`config.mk`:
```
export PLATFORM = sky130hd
export DESIGN_NAME = bit_manip_seq
export DESIGN_NICKNAME = d
export VERILOG_FILES = /design/src/rtl/bit_manip_seq.sv
export SDC_FILE = /design/constraint.sdc
export NUM_CORES = 1
export LEC_CHECK = 0
export CELL_PAD_IN_SITES_DETAIL_PLACEMENT = 2
export CELL_PAD_IN_SITES_GLOBAL_PLACEMENT = 2
export CORE_MARGIN = 8
export CORE_UTILIZATION = 32
export DETAILED_ROUTE_END_ITERATION = 7
export PLACE_DENSITY_LB_ADDON = 0.1
export SYNTH_ARGS = -nofsm -noshare
export SYNTH_HDL_FRONTEND = slang
export SYNTH_SLANG_ARGS = --single-unit
```
`constraint.sdc`:
```
create_clock -name clk -period 2.2 [get_ports clk]
set_input_delay 0.33 -clock clk [delete_from_list [all_inputs] [get_ports clk]]
set_output_delay 0.33 -clock clk [all_outputs]
set_load 0.1 [all_outputs]
```
`src/rtl/bit_manip_seq.sv`:
```
// bit_manip_seq: sequential bit-manipulation engine.
// Accepts one operand plus an op code (popcount, leading-zero count,
// trailing-zero count, bit reverse), scans it one bit per clock and returns
// the result with zero/parity flags over a valid/ready handshake.
// Optional feature macro: BIT_MANIP_EARLY_EXIT_EN (early termination of
// popcount/LZC/TZC scans; results are unchanged, only latency shrinks).
module bit_manip_seq #(
  parameter int WIDTH = 8
) (
  input  logic             clk,
  input  logic             rst,
  input  logic             in_valid,
  output logic             in_ready,
  input  logic [WIDTH-1:0] in_data,
  input  logic [1:0]       in_op,
  output logic             out_valid,
  input  logic             out_ready,
  output logic [WIDTH-1:0] out_data,
  output logic             out_zero,
  output logic             out_parity
);

  localparam int CNT_W = $clog2(WIDTH + 1);
  localparam logic [CNT_W-1:0] LAST_BIT = CNT_W'(WIDTH - 1);

  typedef enum logic [1:0] {
    IDLE = 2'd0,
    BUSY = 2'd1,
    DONE = 2'd2
  } state_t;

  state_t             state_reg, state_next;
  logic [WIDTH-1:0]   shift_reg, shift_next;
  logic [WIDTH-1:0]   result_reg, result_next;
  logic [CNT_W-1:0]   cnt_reg, cnt_next;
  logic [1:0]         op_reg, op_next;
  logic               found_reg, found_next;
  logic               zero_reg, zero_next;
  logic               parity_reg, parity_next;
  logic               early_done;

  // Handshake and result outputs come straight from state and registers.
  assign in_ready   = (state_reg == IDLE) && !rst;
  assign out_valid  = (state_reg == DONE);
  assign out_data   = result_reg;
  assign out_zero   = zero_reg;
  assign out_parity = parity_reg;

  // State and datapath registers; reset aborts any scan in flight.
  always_ff @(posedge clk or posedge rst) begin
    if (rst) begin
      state_reg  <= IDLE;
      shift_reg  <= '0;
      result_reg <= '0;
      cnt_reg    <= '0;
      op_reg     <= 2'd0;
      found_reg  <= 1'b0;
      zero_reg   <= 1'b0;
      parity_reg <= 1'b0;
    end else begin
      state_reg  <= state_next;
      shift_reg  <= shift_next;
      result_reg <= result_next;
      cnt_reg    <= cnt_next;
      op_reg     <= op_next;
      found_reg  <= found_next;
      zero_reg   <= zero_next;
      parity_reg <= parity_next;
    end
  end

  // Next-state and per-bit processing: one operand bit consumed per BUSY cycle.
  always_comb begin
    state_next  = state_reg;
    shift_next  = shift_reg;
    result_next = result_reg;
    cnt_next    = cnt_reg;
    op_next     = op_reg;
    found_next  = found_reg;
    zero_next   = zero_reg;
    parity_next = parity_reg;
    early_done  = 1'b0;

    case (state_reg)
      IDLE: begin
        if (in_valid && in_ready) begin
          shift_next  = in_data;
          op_next     = in_op;
          zero_next   = ~|in_data;
          parity_next = ^in_data;
          cnt_next    = '0;
          result_next = '0;
          found_next  = 1'b0;
          state_next  = BUSY;
        end
      end

      BUSY: begin
        cnt_next = cnt_reg + 1'b1;
        case (op_reg)
          2'd0: begin
            // popcount: add the LSB, then shift it out
            shift_next = shift_reg >> 1;
            if (shift_reg[0]) begin
              result_next = result_reg + 1'b1;
            end
`ifdef BIT_MANIP_EARLY_EXIT_EN
            // no set bits remain, so the count is final
            if (shift_next == '0) begin
              early_done = 1'b1;
            end
`endif
          end
          2'd1: begin
            // leading-zero count: scan from the MSB, freeze at the first 1
            shift_next = shift_reg << 1;
            if (!found_reg) begin
              if (shift_reg[WIDTH-1]) begin
                found_next = 1'b1;
`ifdef BIT_MANIP_EARLY_EXIT_EN
                early_done = 1'b1;
`endif
              end else begin
                result_next = result_reg + 1'b1;
              end
            end
          end
          2'd2: begin
            // trailing-zero count: scan from the LSB, freeze at the first 1
            shift_next = shift_reg >> 1;
            if (!found_reg) begin
              if (shift_reg[0]) begin
                found_next = 1'b1;
`ifdef BIT_MANIP_EARLY_EXIT_EN
                early_done = 1'b1;
`endif
              end else begin
                result_next = result_reg + 1'b1;
              end
            end
          end
          default: begin
            // reverse: LSB-first bits enter the result from the bottom
            result_next = {result_reg[WIDTH-2:0], shift_reg[0]};
            shift_next  = shift_reg >> 1;
          end
        endcase
        if ((cnt_reg == LAST_BIT) || early_done) begin
          state_next = DONE;
        end
      end

      DONE: begin
        if (out_ready) begin
          state_next = IDLE;
        end
      end

      default: begin
        state_next = IDLE;
      end
    endcase
  end

endmodule
```
**After elaboration in Yosys (flattened, before gate mapping)**

Cells that the tools add are included.

- Register bits after elaboration: 27
- Latch bits: 0
- RAM bits: 0
- Memory bits (read-only): 0
- Input bits: 14
- Output and inout port bits: 12
- Logic and storage cells: 62
- Memories: 0

- Add/subtract/negate cells: 2
- Multiply operators: 0
- Div/mod/pow operators: 0
- Magnitude comparators: 0
- Eq/ne operators: 14
- Shifts and indexed selects: 0
- Muxes and demuxes: 24
- Bitwise logic cells: 0
- Reductions and logical operators: 14

Operators by type and width:

| cell | count |
|---|---|
| 2-to-1 mux 8 bit | 8 |
| one-hot mux 8 bit (2 select lines) | 2 |
| one-hot mux 8 bit (3 select lines) | 1 |
| != test 3 bit, second input constant | 5 |
| adder 8 x 1 -> 8 bit, second input constant | 1 |
| one-hot mux 4 bit (2 select lines) | 1 |
| OR reduction 8 bit | 1 |
| XOR reduction 8 bit | 1 |
| AND reduction 7 bit | 1 |
| 2-to-1 mux 2 bit | 3 |
| one-hot mux 2 bit (3 select lines) | 1 |
| AND reduction 3 bit | 2 |
| 2-to-1 mux 1 bit | 5 |
| adder 4 x 1 -> 4 bit, second input constant | 1 |
| equality test 2 x 1 -> 1 bit, second input constant | 2 |
| equality test 2 bit, second input constant | 2 |
| equality test 4 x 3 -> 1 bit, second input constant | 1 |
| logical NOT 2 bit | 2 |
| 2-to-1 mux 4 bit | 1 |
| != test 2 x 1 -> 1 bit, second input constant | 2 |
| one-hot mux 1 bit (2 select lines) | 2 |
| AND reduction 2 bit | 2 |
| != test 3 x 1 -> 1 bit, second input constant | 1 |
| logical AND 1 bit | 2 |
| other kinds (3) | 4 |

**Depth between registers and ports, before layout**

Gate-level depths: netlist of the first run.

- Depth in word-level cells: 5
- Gate-level depth with buffers: 6
- Gate-level depth less buffers: 5

**Worst setup path after synthesis of the first run**

Ideal clock, no wire load.

- Path type: flip-flop to flip-flop
- Start: register state_reg[0]
- End: register result_reg[5], in the netlist out_data[5]
- Library setup time: 134 ps
- Arrival time: 3512 ps
- Data required time: 2066 ps
- Path slack: -1447 ps
- Cell stages (with the launch flop): 6
- Period minus slack after synthesis: 3647 ps
- Path through: dfrtp_1 nor3_1 nand2_1 clkbuf_1 nand2_1 o211ai_2

- Longest elaborated chain between the ends: 5
- Elaborated cells on any way between the ends: 13
- Classes of those cells: 7 x eq/ne; 1 x mux; 5 x reduce/logical

Ends and longest elaborated chain:

| element | RTL line | source |
|---|---|---|
| from (decl) | 32 | `state_t state_reg, state_next;` |
| from (signal assigned) | 61 | `state_reg <= state_next;` |
| logical NOT 2 bit | 43 | `assign in_ready = (state_reg == IDLE) && !rst;` |
| logical AND 1 bit | 43 |  |
| via in_ready | 13 | `output logic in_ready,` |
| logical AND 1 bit | 86 | `if (in_valid && in_ready) begin` |
| != test 2 x 1 -> 1 bit (no source line) | - |  |
| AND reduction 7 bit (no source line) | - |  |
| to (signal assigned) | 63 | `result_reg <= result_next;` |
| to (decl) | 34 | `logic [WIDTH-1:0] result_reg, result_next;` |

The timed path passes the listed nets, and every way through them passes these cells.
A chain may end at the register's enable or synchronous reset.

**Worst setup path after layout of the first run**

- Start: register state_reg[0]
- End: register result_reg[1], in the netlist out_data[1]

- Longest elaborated chain between the ends: 5
- Elaborated cells on any way between the ends: 13
- Classes of those cells: 7 x eq/ne; 1 x mux; 5 x reduce/logical

Ends and longest elaborated chain:

| element | RTL line |
|---|---|
| logical NOT 2 bit | 43, 84 |
| logical AND 1 bit | 43 |
| logical AND 1 bit | 86 |
| != test 2 x 1 -> 1 bit (no source line) | - |
| AND reduction 7 bit (no source line) | - |

Parallel ways exist; a longest one is shown, timed or not.

==> flow_summary.json, run 1 <==
{
  "hold_buffers": 0,
  "routabilityCongestion": 0.717,
  "vias_per_cell": 5.29,
  "die_area_um2": 7710,
  "clock_sinks": 27,
  "place_area_um2": 1970,
  "drive_gt1_share_pct": 13.1,
  "grt_max_degree": 28,
  "cp_top_family": "simple AND/OR/NAND/NOR gates",
  "post-place-ws_ps": 348,
  "postCtsSetupRepairBufs": 0,
  "vias": 1501,
  "root_buffer": "clkbuf_8",
  "mostFrequentLayoutCells": "nand2_1, dfrtp_1, buf_4",
  "hold_viol_final": 0,
  "rows": 26,
  "crit_path_max_incr_delay_ps": 500,
  "fmax_mhz": 587,
  "cts_tree": "yes",
  "wl_mm": 5.01,
  "coreArea_um2": 5040,
  "hpwl_mm": 3.83,
  "ys_ff_latch": 27,
  "final.min_clock_period_ps": 1700,
  "cp.required_ps": 2410,
  "antenna_found_initial": 0,
  "fin_skew_ps": 4.43,
  "n_antenna_cell": 0,
  "grtUsageMet2_pct": 25.9,
  "ys_seq_area_share_pct": 41.0,
  "dr.pass1.iters": 4,
  "setup_slack_ps": 497,
  "final_util_pct": 39.9,
  "avgSynthCellArea_um2": 8.59,
  "grt_pass1_wl_mm": 8.43,
  "min_path_type": "reg2reg",
  "grtUsageTotal_pct": 14.1,
  "ys_async_sr_fraction_pct": 100,
  "path_cells": "nor2b_1 > buf_4 > and2_4 > mux2i_1",
  "p_leak_nw": 0.902,
  "ys_warn_count": 0,
  "worst_slew_pin_slew_ps": 637,
  "mappedNetlistNets": 212,
  "power.density_nw_per_um2": 1720,
  "grt-ovfl-total": 0,
  "cp_max_fo": 16,
  "report.final.slew_viol_count": 0,
  "vdd_drop_max_mv": 0.581,
  "ctsResizeCount": 0,
  "pin_count": 26,
  "relSlewSlack_pct": 57.5,
  "wire_per_inst_um": 17.6,
  "path_class": "reg2reg",
  "ys_types": 36,
  "io_buffers": 25,
  "ys.flop_type": "dfrtp_1",
  "syn_inst": 192,
  "maxCapViolCount": 0,
  "first_global_vias": 1722,
  "setup_viol": 0,
  "fillers": 577,
  "drc": 0,
  "final_cell_area_um2": 2010,
  "cts_made_buffers": 3,
  "rsz0062_at_grt": "no",
  "top_usage_layer": "met2",
  "drtAntennaViolNets": 0,
  "drt_iter0_markers": 31,
  "start_util_pct": 32.7,
  "synth_edf_count": 0,
  "cp.buffers_inverters": 1,
  "grt_use_met3_pct": 2.25,
  "slowest_stage": "dfrtp_1",
  "final_common_cell": "nand2_1",
  "start_kind": "flip-flop",
  "clock_path_buffers": 2,
  "critPathArrivalTime_ps": 1920,
  "multiInputGateArea_um2": 878,
  "netlist_area_um2": 1650,
  "path_clk_slew_ps": 100,
  "cts_max_level": 1,
  "die_w_um": 87.8,
  "status": "complete, no violations",
  "cp-end-kind": "flip-flop",
  "clk_latency_ps": 280,
  "die_h_um": 87.8,
  "grt_use_met1_pct": 15.6,
  "final.setup.tns_ps": 0,
  "post-route-period-util_pct": 77.4,
  "fin_nets": 235,
  "regArea_um2": 676,
  "areaGrowthSynthToFinish_pct": 22.0
}
==> synth_stat cells, drive strengths merged, types with 5 or more instances <==
library cell	n	area [um2]
a21oi	7	38.8
a31oi	9	56.3
and3	6	37.5
buf	6	42.5
clkbuf	6	22.5
dfrtp	27	676
ha	6	75.1
inv	11	41.3
nand2	50	188
nand4	5	31.3
nor2	6	22.5
o21ai	12	60.1
==> final timing paths <==
check | start | endpoint | slack (ps) | cells after the start
setup / recovery | state_reg[0]$_DFFE_PP0P_ | out_data[1]$_DFFE_PP0P_ | 500 | 4
hold / removal | cnt_reg[3]$_DFFE_PP0P_ | state_reg[1]$_DFFE_PP0P_ | 510 | 1
setup reg to reg | state_reg[0]$_DFFE_PP0P_ | out_data[1]$_DFFE_PP0P_ | 500 | 4
hold reg to reg | cnt_reg[3]$_DFFE_PP0P_ | state_reg[1]$_DFFE_PP0P_ | 510 | 1
max in group asynchronous | rst | found_reg$_DFFE_PP0P_ | 1340 | 3
min in group asynchronous | rst | cnt_reg[2]$_DFFE_PP0P_ | 580 | 3
==> routing by layer <==
metal	vias up	wire length, um
li1	709	-
met2	18	2700
met1	767	2100
met3	7	137
met5	-	0
met4	0	77
==> where the power goes <==
group          switching, mW  internal [mW]  total, mW
Clock                  0.172          0.127      0.300
Sequential             0.334          0.735       1.07
Combinational           1.40          0.686       2.09
Total                   1.91           1.55       3.46
==> stage by stage <==
stage	hold WS [ps]	instances	total power, mW
floorplan	383	192	2.68
global placement	474	280	3.07
detailed placement	495	280	3.21
CTS	514	284	3.52
global route	548	284	3.72
finish	511	284	3.46
==> area by class of cell <==
class,count,share of cell area (%)
Clock buffer,3,2.05
Clock inverter,1,0.249
Inverter,11,2.05
Multi-Input combinational cell,142,43.7
Sequential cell,27,33.6
Tap cell,70,4.35
Timing Repair Buffer,30,14.1
==> kinds of logic after synthesis <==
group	share of synthesized area, %
AO/OA/AOI/OAI	20.3
XOR/XNOR	2.12
adder cells (fa/ha/maj)	4.55
buffers and inverters	6.45
flip-flops	41.0
multiplexers	1.21
AND/OR/NAND/NOR	24.4
(Power assumes the default switching activity.)
==> inputs of run 2 (changes only) <==
--- a/config.mk
+++ b/config.mk
@@ -8,7 +8,7 @@
 export CELL_PAD_IN_SITES_DETAIL_PLACEMENT = 2
 export CELL_PAD_IN_SITES_GLOBAL_PLACEMENT = 2
 export CORE_MARGIN = 8
-export CORE_UTILIZATION = 32
+export CORE_UTILIZATION = 29
 export DETAILED_ROUTE_END_ITERATION = 7
 export PLACE_DENSITY_LB_ADDON = 0.1
 export SYNTH_ARGS = -nofsm -noshare
==> constraint.sdc (replaced) <==
create_clock -name clk -period 1.48 [get_ports clk]
set_input_delay 0.222 -clock clk [delete_from_list [all_inputs] [get_ports clk]]
set_output_delay 0.222 -clock clk [all_outputs]
set_load 0.1 [all_outputs]
==> run 2 against run 1 <==
  * The run now ends with negative setup slack left
  * Global-route usage shrank 0.22 points
  * Routed wire length up 12%
  * Sequential cell count did not move
  * Final cell count is 11% higher
  * Cell area grew 23%
  * Clock power rose by 48%
  * Total power up 78%
  * Register-to-register slack lost 530 ps
  * Combinational power increased by 92%
  * Hold slack lost 56 ps
  * Die area grew 8.4%
  * Critical endpoint is now in_ready
  * Highest routed layer unchanged
==> flow_summary.json, run 2 (synthesized netlist as in run 1, its figures left out) <==
{
  "status": "finished with violations",
  "violations": "negative setup slack",
  "p_sw_share_pct": 50.2,
  "p_int_mw": 3.07,
  "final_common_cell": "nand2_1",
  "critPathArrivalTime_ps": 1290,
  "post-place-ws_ps": -199,
  "path_class": "in2out",
  "hpwl_mm": 4.26,
  "dr.pass1.iters": 3,
  "final.min_clock_period_ps": 1520,
  "areaGrowthSynthToFinish_pct": 49.6,
  "drtAntennaViolNets": 0,
  "coreArea_um2": 5510,
  "relSlewSlack_pct": 73.8,
  "start_kind": "input pin",
  "cp.required_ps": 1260,
  "power_frac_comb_pct": 65.2,
  "n_antenna_cell": 0,
  "slowest_stage": "clkdlybuf4s50_1",
  "start_util_pct": 29.9,
  "setup_slack_ps": -36.9,
  "drt_iter0_markers": 25,
  "path_clk_slew_ps": 100,
  "cts_made_buffers": 3,
  "fin_nets": 263,
  "grt_pass1_wl_mm": 9.64,
  "crit_start": "rst",
  "grt_max_degree": 28,
  "whs_ps": 455,
  "clk_latency_ps": 270,
  "report.final.slew_viol_count": 0,
  "crit_path_max_incr_delay_ps": 520,
  "cp_max_fo": 3,
  "vias": 1618,
  "vdd_drop_max_mv": 1.16,
  "p_clk_share_pct": 7.2,
  "dp.cells": 302,
  "vias_per_cell": 5.15,
  "wire_per_inst_um": 17.8,
  "fillers": 595,
  "routabilityCongestion": 0.740,
  "mostFrequentLayoutCells": "nand2_1, buf_4, dfrtp_1",
  "hold_viol_final": 0,
  "finalNonFillerCells": 314,
  "io_buffers": 25,
  "cts_tree": "yes",
  "p_sw_mw": 3.10,
  "seq_power_share_pct": 27.6,
  "p_leak_nw": 1.08,
  "die_w_um": 91.4,
  "power.density_nw_per_um2": 2500,
  "die_area_um2": 8360,
  "drc": 0,
  "grt-ovfl-total": 0,
  "drive_gt1_share_pct": 30.2,
  "regToRegStartpoint": "op_reg[1]$_DFFE_PP0P_",
  "first_global_vias": 1904,
  "fin_skew_ps": 2.06,
  "maxCapViolCount": 0,
  "setup_viol": 4,
  "fmax_mhz": 659,
  "worst_slew_pin_slew_ps": 391,
  "clock_path_buffers": 2,
  "grtUsageTotal_pct": 13.9,
  "cts_max_level": 1,
  "path_cells": "clkdlybuf4s50_1 > nor3_4 > buf_6 > buf_12",
  "hold_buffers": 0,
  "wl_mm": 5.59,
  "root_buffer": "clkbuf_8",
  "rows": 27,
  "pin_count": 26,
  "rsz0062_at_grt": "yes",
  "r2r_cells": 4,
  "post-route-period-util_pct": 102,
  "cp-end-kind": "output pin",
  "final_util_pct": 44.8,
  "antenna_found_initial": 0,
  "die_h_um": 91.4,
  "min_path_type": "in2async",
  "clock_sinks": 27
}
[run 2: layout make-up]
type,instances,area (um2),area share (%)
multi-input cells,142,933,37.8
flip-flops and latches,27,699,28.3
repair buffers,58,658,26.7
well taps,72,90.1,3.65
clock buffers,4,45.0,1.83
inverters,11,41.3,1.67
[run 2: through the flow]
stage	area (um2)	power, mW	TNS, ps
2_1_floorplan	1760	4.17	-6210
3_3_place_gp	2340	5.34	-2350
3_5_place_dp	2340	5.56	-3610
4_1_cts	2430	6.17	-132
5_1_grt	2470	6.60	-863
6_report	2470	6.17	-87.9
[run 2: critical path: cells and delay by family]
| kind | cells | cell delay, ps |
|---|---|---|
| buffers and inverters | 3 | 810 |
| AND/OR/NAND/NOR | 1 | 260 |
[run 2: power groups by stage]
stage	Sequential [mW]	Combinational, mW	Clock [mW]
floorplan	2.31	1.86	0
global placement	1.69	3.65	0
detailed placement	1.75	3.82	0
CTS	1.72	3.99	0.458
global route	1.77	4.35	0.477
finish	1.71	4.02	0.443
[run 2: path summary, 6_finish.rpt]
kind	endpoint	slack [ps]
min reg2reg	cnt_reg[3]$_DFFE_PP0P_	510
min	state_reg[0]$_DFFE_PP0P_	460
max reg2reg	out_data[0]$_DFFE_PP0P_	-30
min in group clk	op_reg[1]$_DFFE_PP0P_	480
max	in_ready	-40
max in group asynchronous	out_data[1]$_DFFE_PP0P_	850
[run 2: what timing repair did]
| action | 4_1_cts | 5_1_grt |
|---|---|---|
| pin swaps | 4 | 8 |
| gates resized for setup | 9 | 2 |
| buffers inserted | 3 | 5 |
| setup endpoints to repair | 10 | 20 |
[run 2: layer usage]
layer  GRT usage, %  wire length, um  vias to the layer above
li1               -                -                      770
met1           15.7             2420                      830
met2           26.8             3040                       14
met3           1.89               96                        4
met4           2.05               27                        0
met5              0                0                        -
==> edit: new RTL, settings of run 1 <==
Add a define of `BIT_MANIP_EARLY_EXIT_EN`.
--- a/src/rtl/bit_manip_seq.sv
+++ b/src/rtl/bit_manip_seq.sv
@@ -4,6 +4,8 @@
 // the result with zero/parity flags over a valid/ready handshake.
 // Optional feature macro: BIT_MANIP_EARLY_EXIT_EN (early termination of
 // popcount/LZC/TZC scans; results are unchanged, only latency shrinks).
+`define BIT_MANIP_EARLY_EXIT_EN
+
 module bit_manip_seq #(
   parameter int WIDTH = 8
 ) (
Behaviour: not the same (Yosys sat finds a counterexample within 4 cycles, from zero or initial values and one cycle with rst high).
==> edit against run 1 <==
Critical path depth shrank 1. Wire length shrank 2.1%. Critical path type unchanged. Design area grew 0.25%. Sequential cell count is the same. Area after synthesis shrank 0.38%. Worst setup slack gained 9.2 ps. Total power shrank 21%.
==> edit: results (changes against run 1) <==
HPWL after detailed placement: 3750 µm (was 3830 µm)
CTS clk-pin slew, worst paths: 100 ps (about the same)
antenna violations before repair: 0 (unchanged)
routing usage on met3: 2.16% (was 2.25%)
PostCTS Resize Cnt: 0 (unchanged)
leak pwr: 0.868 nW (was 0.902 nW)
synth cell count leaders: 39 x nand2_1, 27 x dfrtp_1, 11 x o21ai_0 (was 50 x nand2_1, 27 x dfrtp_1, 11 x inv_1)
Slowest-stage cell, CP: dfrtp_1 (unchanged)
Placer Congestion: 0.800 (was 0.717)
Peak VDD IR: 0.701 mV (was 0.581 mV)
Yosys cell types: 43 (was 36)
Logic power comb: 1.50 mW (was 2.09 mW)
DRT Pass-1 Iters: 4 (unchanged)
Clock power frac: 10.6% (was 8.7%)
run status: finished, final reports clean (unchanged)
Slew @ Worst Pin: 512 ps (was 637 ps)
met1 wire length: 2420 µm (was 2100 µm)
Switch Pwr: 1.41 mW (was 1.91 mW)
top cells by area, synth: dfrtp_1 41%, nand2_1 8.9%, ha_1 4.6%, o21ai_0 3.4%, a31oi_1 3.0% (was dfrtp_1 41%, nand2_1 11%, ha_1 4.6%, a31oi_1 3.4%, inv_1 2.5%)
global-route wire length before repair: 8310 µm (was 8430 µm)
largest net degree at the start of global routing: 28 (unchanged)
Crit path largest cell delay: 510 ps
DRT iter0 DRCs: 38 (was 31)
P_clk: 0.291 mW (was 0.300 mW)
routing usage on met1: 18.6% (was 15.6%)
met3 WL: 118 µm (was 137 µm)
metal2 WL: 2330 µm (was 2700 µm)
HP Class: register to register (unchanged)
worst-case clock buffer depth: 2 (unchanged)
Post-Syn Nets: 206 (was 212)
vias in the first global route: 1,618 (was 1,722)
Synth warnings: 0 (unchanged)
met2 Resource Use GR: 22.0% (was 25.9%)
share of layout cells above drive strength 1: 12.8% (was 13.1%)
routed wire length: 4900 µm (was 5010 µm)
sequential share of the synthesized area: 41.1% (was 41.0%)
main flop type after synthesis: dfrtp_1 (unchanged)
GRT Total Usage: 13.7% (was 14.1%)
total CTS buffers: 3 (unchanged)
Data arrival, critical path: 1860 ps (was 1920 ps)
Critical Path Fanout Max: 9 (was 16)
final hold violations: 0 (unchanged)
Root Buffer: clkbuf_8 (unchanged)
Synth async-reset ratio: 100% (unchanged)
clk_skew: 3.93 ps (was 4.43 ps)
ant diodes: 0 (unchanged)
filler cell count: 587 (was 577)
H-tree lvl count: 1 (unchanged)
nets@finish: 232 (was 235)
Post-CTS Setup Inserts: 0 (unchanged)
clock latency on the worst-skew pair: 270 ps
Vias: 1,481 (was 1,501)
highest routed layer: met4 (unchanged)
Top delay family on crit path: compound AO/OA/AOI/OAI gates (was simple AND/OR/NAND/NOR gates)
==> edit: cell count changes in the layout (fill, tap and decap cells not counted), moves of 4 or more <==
cell      before  now
a211oi_1       0    6
and3_1         6    0
nand2_1       50   38
nand3_1        4    8
nor2b_1        3    8
o21ai_0        7   11
o21ai_1        5    0
==> edit: worst paths after layout <==
path / to / cells past startpoint / start / slack, ps
worst max-delay path: out_data[7] / 3 / op_reg[0] / 510
worst min-delay path: out_zero / 2 / out_zero / 510
worst max register to register: out_data[7] / 3 / op_reg[0] / 510
worst min register to register: out_zero / 2 / out_zero / 510
max in group asynchronous: cnt_reg[0] / 3 / rst / 1380
min in group asynchronous: out_data[5] / 3 / rst / 550
==> edit: kinds of logic after synthesis <==
| logic type | synth area share (%) |
|---|---|
| adders and majority gates | 4.57 |
| xor gates and xnor gates | 2.13 |
| DFF | 41.1 |
| and+or+nand+nor | 23.9 |
| buffers and inverters | 5.33 |
| AOI/OAI and AO/OA | 22.3 |
| muxes | 0.609 |
==> edit: cell type report <==
type	count	area [µm²]	share of cell area, %
Sequential cell	27	676	33.5
Multi-Input combinational cell	140	888	44.0
Tap cell	70	87.6	4.34
Clock buffer	4	45.0	2.23
Timing Repair Buffer	30	283	14.0
Inverter	10	37.5	1.86
==> edit: metrics by stage <==
| stage | TNS [ps] | instance area [µm²] | setup slack [ps] | utilization [%] | cells |
|---|---|---|---|---|---|
| after CTS | 0 | 2020 | 500 | 40.0 | 281 |
| after global placement | 0 | 1970 | 317 | 39.1 | 277 |
| final | 0 | 2020 | 507 | 40.0 | 281 |
| after global routing | 0 | 2020 | 406 | 40.0 | 281 |
| after floorplan | -98.9 | 1650 | -33.9 | - | 186 |
| after detailed placement | 0 | 1970 | 265 | 39.1 | 277 |
